## src/rtl/seq_div.sv

```systemverilog
// seq_div: iterative radix-2 restoring signed/unsigned divider with [N,Z,C,V] flags and start/busy/done handshake
module seq_div #(
  parameter int WIDTH = 32
) (
  input  logic             Clk,
  input  logic             Rst,
  input  logic             Start,
  input  logic [WIDTH-1:0] In1,
  input  logic [WIDTH-1:0] In2,
  input  logic             Signed,
  input  logic             S,
  input  logic [3:0]       Flag,
  output logic             Busy,
  output logic             Done,
  output logic [WIDTH-1:0] Result,
  output logic [WIDTH-1:0] Rem,
  output logic [3:0]       New_Flag
);
  localparam int CW = $clog2(WIDTH);
  localparam logic [WIDTH-1:0] MIN = {1'b1, {(WIDTH-1){1'b0}}};
  typedef enum logic [1:0] {IDLE, CALC, FIX} state_t;
  state_t state, state_n;
  logic [CW-1:0] cnt;
  logic [WIDTH-1:0] q, d, a_mag, b_mag, res, rem;
  logic [WIDTH:0] r, r_sh, diff;
  logic zero_div, min_ovf, special, sgn, s_c, neg_q, neg_r, ovf;
  logic [3:0] flag_c;
  assign Busy = state != IDLE;
  always_comb begin
    zero_div = In2 == '0;
    min_ovf = Signed && In1 == MIN && In2 == '1;
    special = zero_div || min_ovf;
    a_mag = (Signed && In1[WIDTH-1]) ? -In1 : In1;
    b_mag = (Signed && In2[WIDTH-1]) ? -In2 : In2;
    r_sh = {r[WIDTH-1:0], q[WIDTH-1]};
    diff = r_sh - {1'b0, d};
    res = neg_q ? -q : q;
    rem = neg_r ? -r[WIDTH-1:0] : r[WIDTH-1:0];
  end
  always_comb begin
    state_n = state;
    if (state == IDLE && Start) state_n = special ? FIX : CALC;
    if (state == CALC && cnt == '0) state_n = FIX;
    if (state == FIX) state_n = IDLE;
  end
  always_ff @(posedge Clk) state <= Rst ? IDLE : state_n;
  // Special cases preload their final answer into q/r so FIX treats every op alike
  always_ff @(posedge Clk) begin
    if (Rst) begin
      cnt <= '0;
      q <= '0;
      d <= '0;
      r <= '0;
      sgn <= 1'b0;
      s_c <= 1'b0;
      neg_q <= 1'b0;
      neg_r <= 1'b0;
      ovf <= 1'b0;
      flag_c <= '0;
      Done <= 1'b0;
      Result <= '0;
      Rem <= '0;
      New_Flag <= '0;
    end else begin
      Done <= 1'b0;
      case (state)
        IDLE: if (Start) begin
          s_c <= S;
          flag_c <= Flag;
          sgn <= Signed;
          cnt <= CW'(WIDTH-1);
          d <= b_mag;
          q <= zero_div ? '1 : min_ovf ? MIN : a_mag;
          r <= zero_div ? {1'b0, In1} : '0;
          neg_q <= !special && Signed && (In1[WIDTH-1] ^ In2[WIDTH-1]);
          neg_r <= !special && Signed && In1[WIDTH-1];
          ovf <= special;
        end
        CALC: begin
          cnt <= cnt - CW'(1);
          r <= diff[WIDTH] ? r_sh : diff;
          q <= {q[WIDTH-2:0], !diff[WIDTH]};
        end
        FIX: begin
          Result <= res;
          Rem <= rem;
          New_Flag <= s_c ? {sgn & res[WIDTH-1], res == '0, rem != '0, ovf} : flag_c;
          Done <= 1'b1;
        end
        default: ;
      endcase
    end
  end
endmodule
```

## config.mk

```make
export PLATFORM = sky130hd
export DESIGN_NAME = seq_div
export DESIGN_NICKNAME = d
export VERILOG_FILES = /design/src/rtl/seq_div.sv
export SDC_FILE = /design/constraint.sdc
export NUM_CORES = 1
export LEC_CHECK = 0
export ABC_AREA = 0
export CORE_UTILIZATION = 57
export DETAILED_ROUTE_END_ITERATION = 6
export GPL_TIMING_DRIVEN = 0
export PLACE_DENSITY = 0.9
export SETUP_SLACK_MARGIN = 0.1
export SLEW_MARGIN = 0
export SYNTH_ARGS = -nofsm -noshare
export SYNTH_HDL_FRONTEND = slang
export SYNTH_SLANG_ARGS = --single-unit
```

## constraint.sdc

```tcl
create_clock -name Clk -period 4.1 [get_ports Clk]
set_input_delay 1.23 -clock Clk [delete_from_list [all_inputs] [get_ports Clk]]
set_output_delay 1.23 -clock Clk [all_outputs]
set_load 0.01 [all_outputs]
```

Yosys cells after proc, flatten, opt, wreduce, memory -nomap -nowiden --
Index checks and enable logic that the tools add are counted.
Cells by class: equality and inequality tests 5, bitwise logic cells 2, add/subtract/negate cells 6, mux-type cells 19, reductions and logical operators 24
Operator list (number):
- $mux 32 | 10
- $neg 32->32 | 4
- $pmux 32 s2 | 2
- $eq 32x32->1 const B | 2
- $logic_not 32->1 | 2
- $sub 33x32->33 | 1
- $reduce_bool 32->1 | 1
- $pmux 5 s2 | 1
- $logic_and 1x1->1 | 9
- $mux 2 | 3
- $reduce_bool 2->1 | 3
- $logic_not 5->1 | 1
- $mux 5 | 1
- $sub 5x1->5 const B | 1
- $mux 4 | 1
- $reduce_and 2->1 | 2
- $reduce_or 3->1 | 1
- $eq 2x1->1 const B | 1
- $eq 2x2->1 const B | 1
- $logic_not 1->1 | 2
- $logic_not 2->1 | 1
- $ne 2x2->1 const B | 1
- $reduce_or 2->1 | 1
- $and 1x1->1 | 1
- 3 further kinds | 3
Storage, ports and cells: logic and storage cells 72, input bits 73, register bits 181, output and inout bits 70

Longest topological paths before layout --
depth in word-level cells 7, mapped depth 14

Worst setup path before layout --
OpenSTA, ideal clock, no wires.
path type input to register, from in In1[2], to reg q[5], arrival time 3524 ps, required time 3972 ps, slack 449 ps, stages on the path 11, path through clkbuf_1 -> or4_1 -> nor3_1 -> nand3_1 -> nor4_2 -> and4_1 -> buf_2 -> buf_4 -> o21ai_0 -> a22oi_1 -> nor2_1
On the way: longest elaborated chain between the ends 7, elaborated cells between the ends (all ways) 9, classes of those cells add/sub (1); eq/ne (1); mux (5); reduce/logical (2)
RTL lines:
- start, declared | RTL line 8 | input logic [WIDTH-1:0] In1,
- parallel branches: the longest is 3 deep, another holds $neg 32->32
- $mux 32 * (2 in a row) | RTL line 73 | q <= zero_div ? '1 : min_ovf ? MIN : a_mag;
- $mux 32 * | RTL line 67 | IDLE: if (Start) begin
- $pmux 32 s2 * | RTL line 66 | case (state)
- end signal, assigned | RTL line 73
- end signal, assigned | RTL line 82 | q <= {q[WIDTH-2:0], !diff[WIDTH]};
- end, declared | RTL line 24 | logic [WIDTH-1:0] q, d, a_mag, b_mag, res, rem;
Mark *: on every way between the ends. The select of a mux whose other input is x is not followed. A chain may end at the register's enable or synchronous reset.

Worst setup path after layout --
from in In1[3], to reg q[9]
Same word-level chain as after synthesis.

==> summary.md <==
| Metric | Value |
|---|---|
| CTS tree | `built` |
| Synth Net Count | `1,721` |
| DP Worst Slack | `-0.793 ns` |
| VDD IR max | `0.000328 V` |
| IO Count | `143` |
| Min cycle time layout | `3.91 ns` |
| Post-route DRC | `1` |
| TritonCTS buffer count | `17` |
| Combinational power share | `45.4%` |
| DR pass1 iterations | `7` |
| Clock power share | `23.8%` |
| Die W | `148 microns` |
| Crit path required time | `4.42 ns` |
| RSZ-0062 raised after global routing | `no` |
| Remaining global-route overflow | `0` |
| Final antenna-violating net count | `0` |
| Via Count | `13,374` |
| Top delay family on crit path | `simple AND/OR/NAND/NOR gates` |
| Crit path arrival time | `4.23 ns` |
| Lkg Pwr | `0.00539 uW` |
| EDFF count, synth | `0` |
| WP buf/inv | `3` |
| Dpl cells | `2,015` |
| Final Max Slew Viols | `0` |
| CP max-delay cell | `clkdlybuf4s50_1` |
| Ant diodes | `0` |
| Detailed Route Iter0 Violations | `1,860` |
| Mean Syn Cell Area | `7.53 sq um` |
| Finished Layout Cells | `2,058` |
| Layout area overhead | `21.2%` |
| Sequential element share of the synthesized area | `30.0%` |
| Worst-margin pin slew | `0.943 ns` |
| Final period utilization | `95.5%` |
| Reg power frac | `30.8%` |
| Final WS setup | `0.186 ns` |
| CTS Hold Bufs | `0` |
| Pwr Total | `6950 uW` |
| CTS root buf | `clkbuf_16` |
| Clock Tree Buf Depth | `2` |
| Worst-Skew Late Latency | `0.44 ns` |
| Worst setup path class | `in2reg` |
| Die area | `21,800 sq um` |
| Highest Clock Rate | `256 MHz` |
| Worst-path cell chain | `clkdlybuf4s50_1 -> or4_4 -> nor3_4 -> nand3_2 -> nor4_4 -> and4_1 -> buf_2 -> buf_4 -> o21ai_0 -> a22oi_1 -> nor2_1` |
| Routed wire length | `42,100 microns` |
| CP max FO | `10` |
| Top_reg_cell synth | `dfxtp_1` |
| Pwr per Cell Area | `474 nW/um^2` |
| Sw frac | `43.2%` |
| Synth Register Bits | `181` |
| First-pass GRT wire length | `64,800 microns` |
| Vias/cell | `6.50` |
| Netlist cell types | `74` |
| Worst slew margin | `37.1%` |
| Syn. warnings | `0` |
| Initial antenna violation count | `0` |
| Ratio of cells with drive above 1 in the final layout | `5.93%` |
| Worst hold path class | `reg2reg` |
| Clock skew | `0.0177 ns` |
| Final Hold Viols | `0` |
| Core Region | `20,500 sq um` |
| Clock Pin Slew Worst Setup and Hold Paths | `0.08 ns` |
| GRT Util Overall | `38.2%` |
| # rows | `52` |
| Placer Congestion | `0.992` |
| Vias in the first global route | `11,971` |
| Startpoint types | `primary input` |
| Pin count of the biggest net entering global routing | `20` |
| Initial Util | `59.0%` |
| Port Buffers | `138` |
| Fin Setup TNS | `0 ns` |
| Setup crit end kind | `flip-flop` |
| Int Power | `3950 uW` |
| Max_cap viols | `0` |
| Total number of H-tree levels | `4` |
| Async set-reset flop share out of synthesis | `0%` |
| Drt wl/cell | `20.5 microns` |
| Crit-path max cell delay | `0.56 ns` |
| Mapped Cells | `1,607` |
| Final setup vio count | `0` |
| Switching power | `3000 uW` |
| CTS Sinks | `181` |
| Status | `finished with violations` |
| Post-Syn Area | `12,100 sq um` |
| Failing checks | `design-rule violations` |
| Nets | `1,889` |
| Hpwl dp | `32,200 microns` |
| Die Y-Extent | `148 microns` |
-- metrics by stage --
step	hold slack, ns	area, sq um	utilization [%]
6_report	0.455	14700	71.5
3_5_place_dp	0.442	13800	67.4
3_3_place_gp	0.435	13800	67.4
5_1_grt	0.475	14700	71.5
4_1_cts	0.454	14500	70.6
2_1_floorplan	0.432	12100	-
-- sequential cells by signal (all words and copies together), names as in the netlist --
signal and cells:
state 2, neg_r 1, Done 1, flag_c 4, New_Flag 4, r 32, neg_q 1, sgn 1
q 32, s_c 1, Result 32, cnt 5, ovf 1, Rem 32, d 32
-- synthesized netlist by cell type, types with 12 or more instances --
library cell | n | area share [%]
dfxtp_1 | 181 | 30
nand2_1 | 158 | 4.9
o21ai_0 | 151 | 6.2
nor2_1 | 143 | 4.4
a21oi_1 | 135 | 5.6
clkbuf_1 | 104 | 3.2
xor2_1 | 81 | 5.9
inv_1 | 63 | 2.0
nor3_1 | 59 | 2.4
xnor2_1 | 59 | 4.3
a211oi_1 | 52 | 3.2
ha_1 | 40 | 4.1
a31oi_1 | 29 | 1.5
a22oi_1 | 28 | 1.7
nand3_1 | 27 | 1.1
o31ai_1 | 26 | 1.6
nand4_1 | 20 | 1.0
a21o_1 | 18 | 1.1
a221oi_1 | 16 | 1.2
nor4_1 | 13 | 0.67
mux2i_1 | 12 | 0.99
o41ai_1 | 12 | 0.87
-- power by group through the flow --
stage | Clock, uW | Combinational (uW) | Sequential, uW
final | 1650 | 3160 | 2140
after global routing | 1720 | 3400 | 2150
after CTS | 1640 | 3020 | 2120
after detailed placement | 0 | 2970 | 2160
after global placement | 0 | 2900 | 2150
after floorplan | 0 | 2170 | 2090
-- path summary, 6_finish.rpt --
kind	startpoint	end	slack, ns	cells after the start
min	Rem[16]	Rem[16]	0.46	2
max	In1[3]	q[9]	0.19	11
min reg2reg	Rem[16]	Rem[16]	0.46	2
max reg2reg	q[10]	New_Flag[2]	0.33	11
-- logic make-up (layout without fill, tap and decap cells) --
logic type	Yosys count	in the layout	synth area share (%)
DFF	181	181	30.0
xor gates and xnor gates	140	140	10.1
AOI/OAI and AO/OA	525	525	27.2
muxes	22	22	1.92
buffers and inverters	185	366	5.99
adders and majority gates	41	41	4.30
and+or+nand+nor	513	513	20.5
-- tightest hold or removal path, cell delays in order, from the launching register on --
cell and delay [ns]:
dfxtp_1 0.33, nand2_1 0.04, o21ai_0 0.05
-- layer usage --
| metal | vias up | GRT usage, % | part of all wire, % | wire [microns] |
|---|---|---|---|---|
| met4 | 0 | 14.4 | 3.4 | 1420 |
| met3 | 118 | 10.9 | 13 | 5640 |
| met5 | - | 0 | 0 | 0 |
| met2 | 854 | 58.0 | 43 | 18100 |
| met1 | 6251 | 51.2 | 40 | 17000 |
| li1 | 6151 | - | - | - |
-- final cells by class --
cell class / count / area (sq um)
clock buffers: 17 / 425
repair buffers: 149 / 1480
clock inverters: 15 / 161
multi-input cells: 1241 / 7890
inverters: 63 / 236
well taps: 270 / 338
flip-flops and latches: 181 / 3630
fillers: 1730 / 5840
plain buffers: 122 / 505
-- repair_timing --
| action | 4_1_cts | 5_1_grt |
|---|---|---|
| pin swaps | 2 | 7 |
| setup buffers | 4 | 7 |
| endpoints found under the setup margin | 66 | 63 |
| cloned | 0 | 0 |
| hold endpoints to repair | 0 | 0 |
| gates resized for setup | 11 | 33 |
-- cell usage in the layout (no fill, tap or decap), types with 12 or more instances in the layout --
cell	instances
dfxtp_1	179
nand2_1	158
o21ai_0	151
nor2_1	142
a21oi_1	134
clkdlybuf4s50_1	133
clkbuf_1	99
xor2_1	81
inv_1	63
xnor2_1	59
nor3_1	58
a211oi_1	50
ha_1	40
a31oi_1	29
a22oi_1	28
nand3_1	26
o31ai_1	26
nand4_1	20
a21o_1	18
clkbuf_16	17
a221oi_1	16
buf_4	12
mux2i_1	12
o41ai_1	12
No activity file was read; power rests on OpenSTA's default activity.
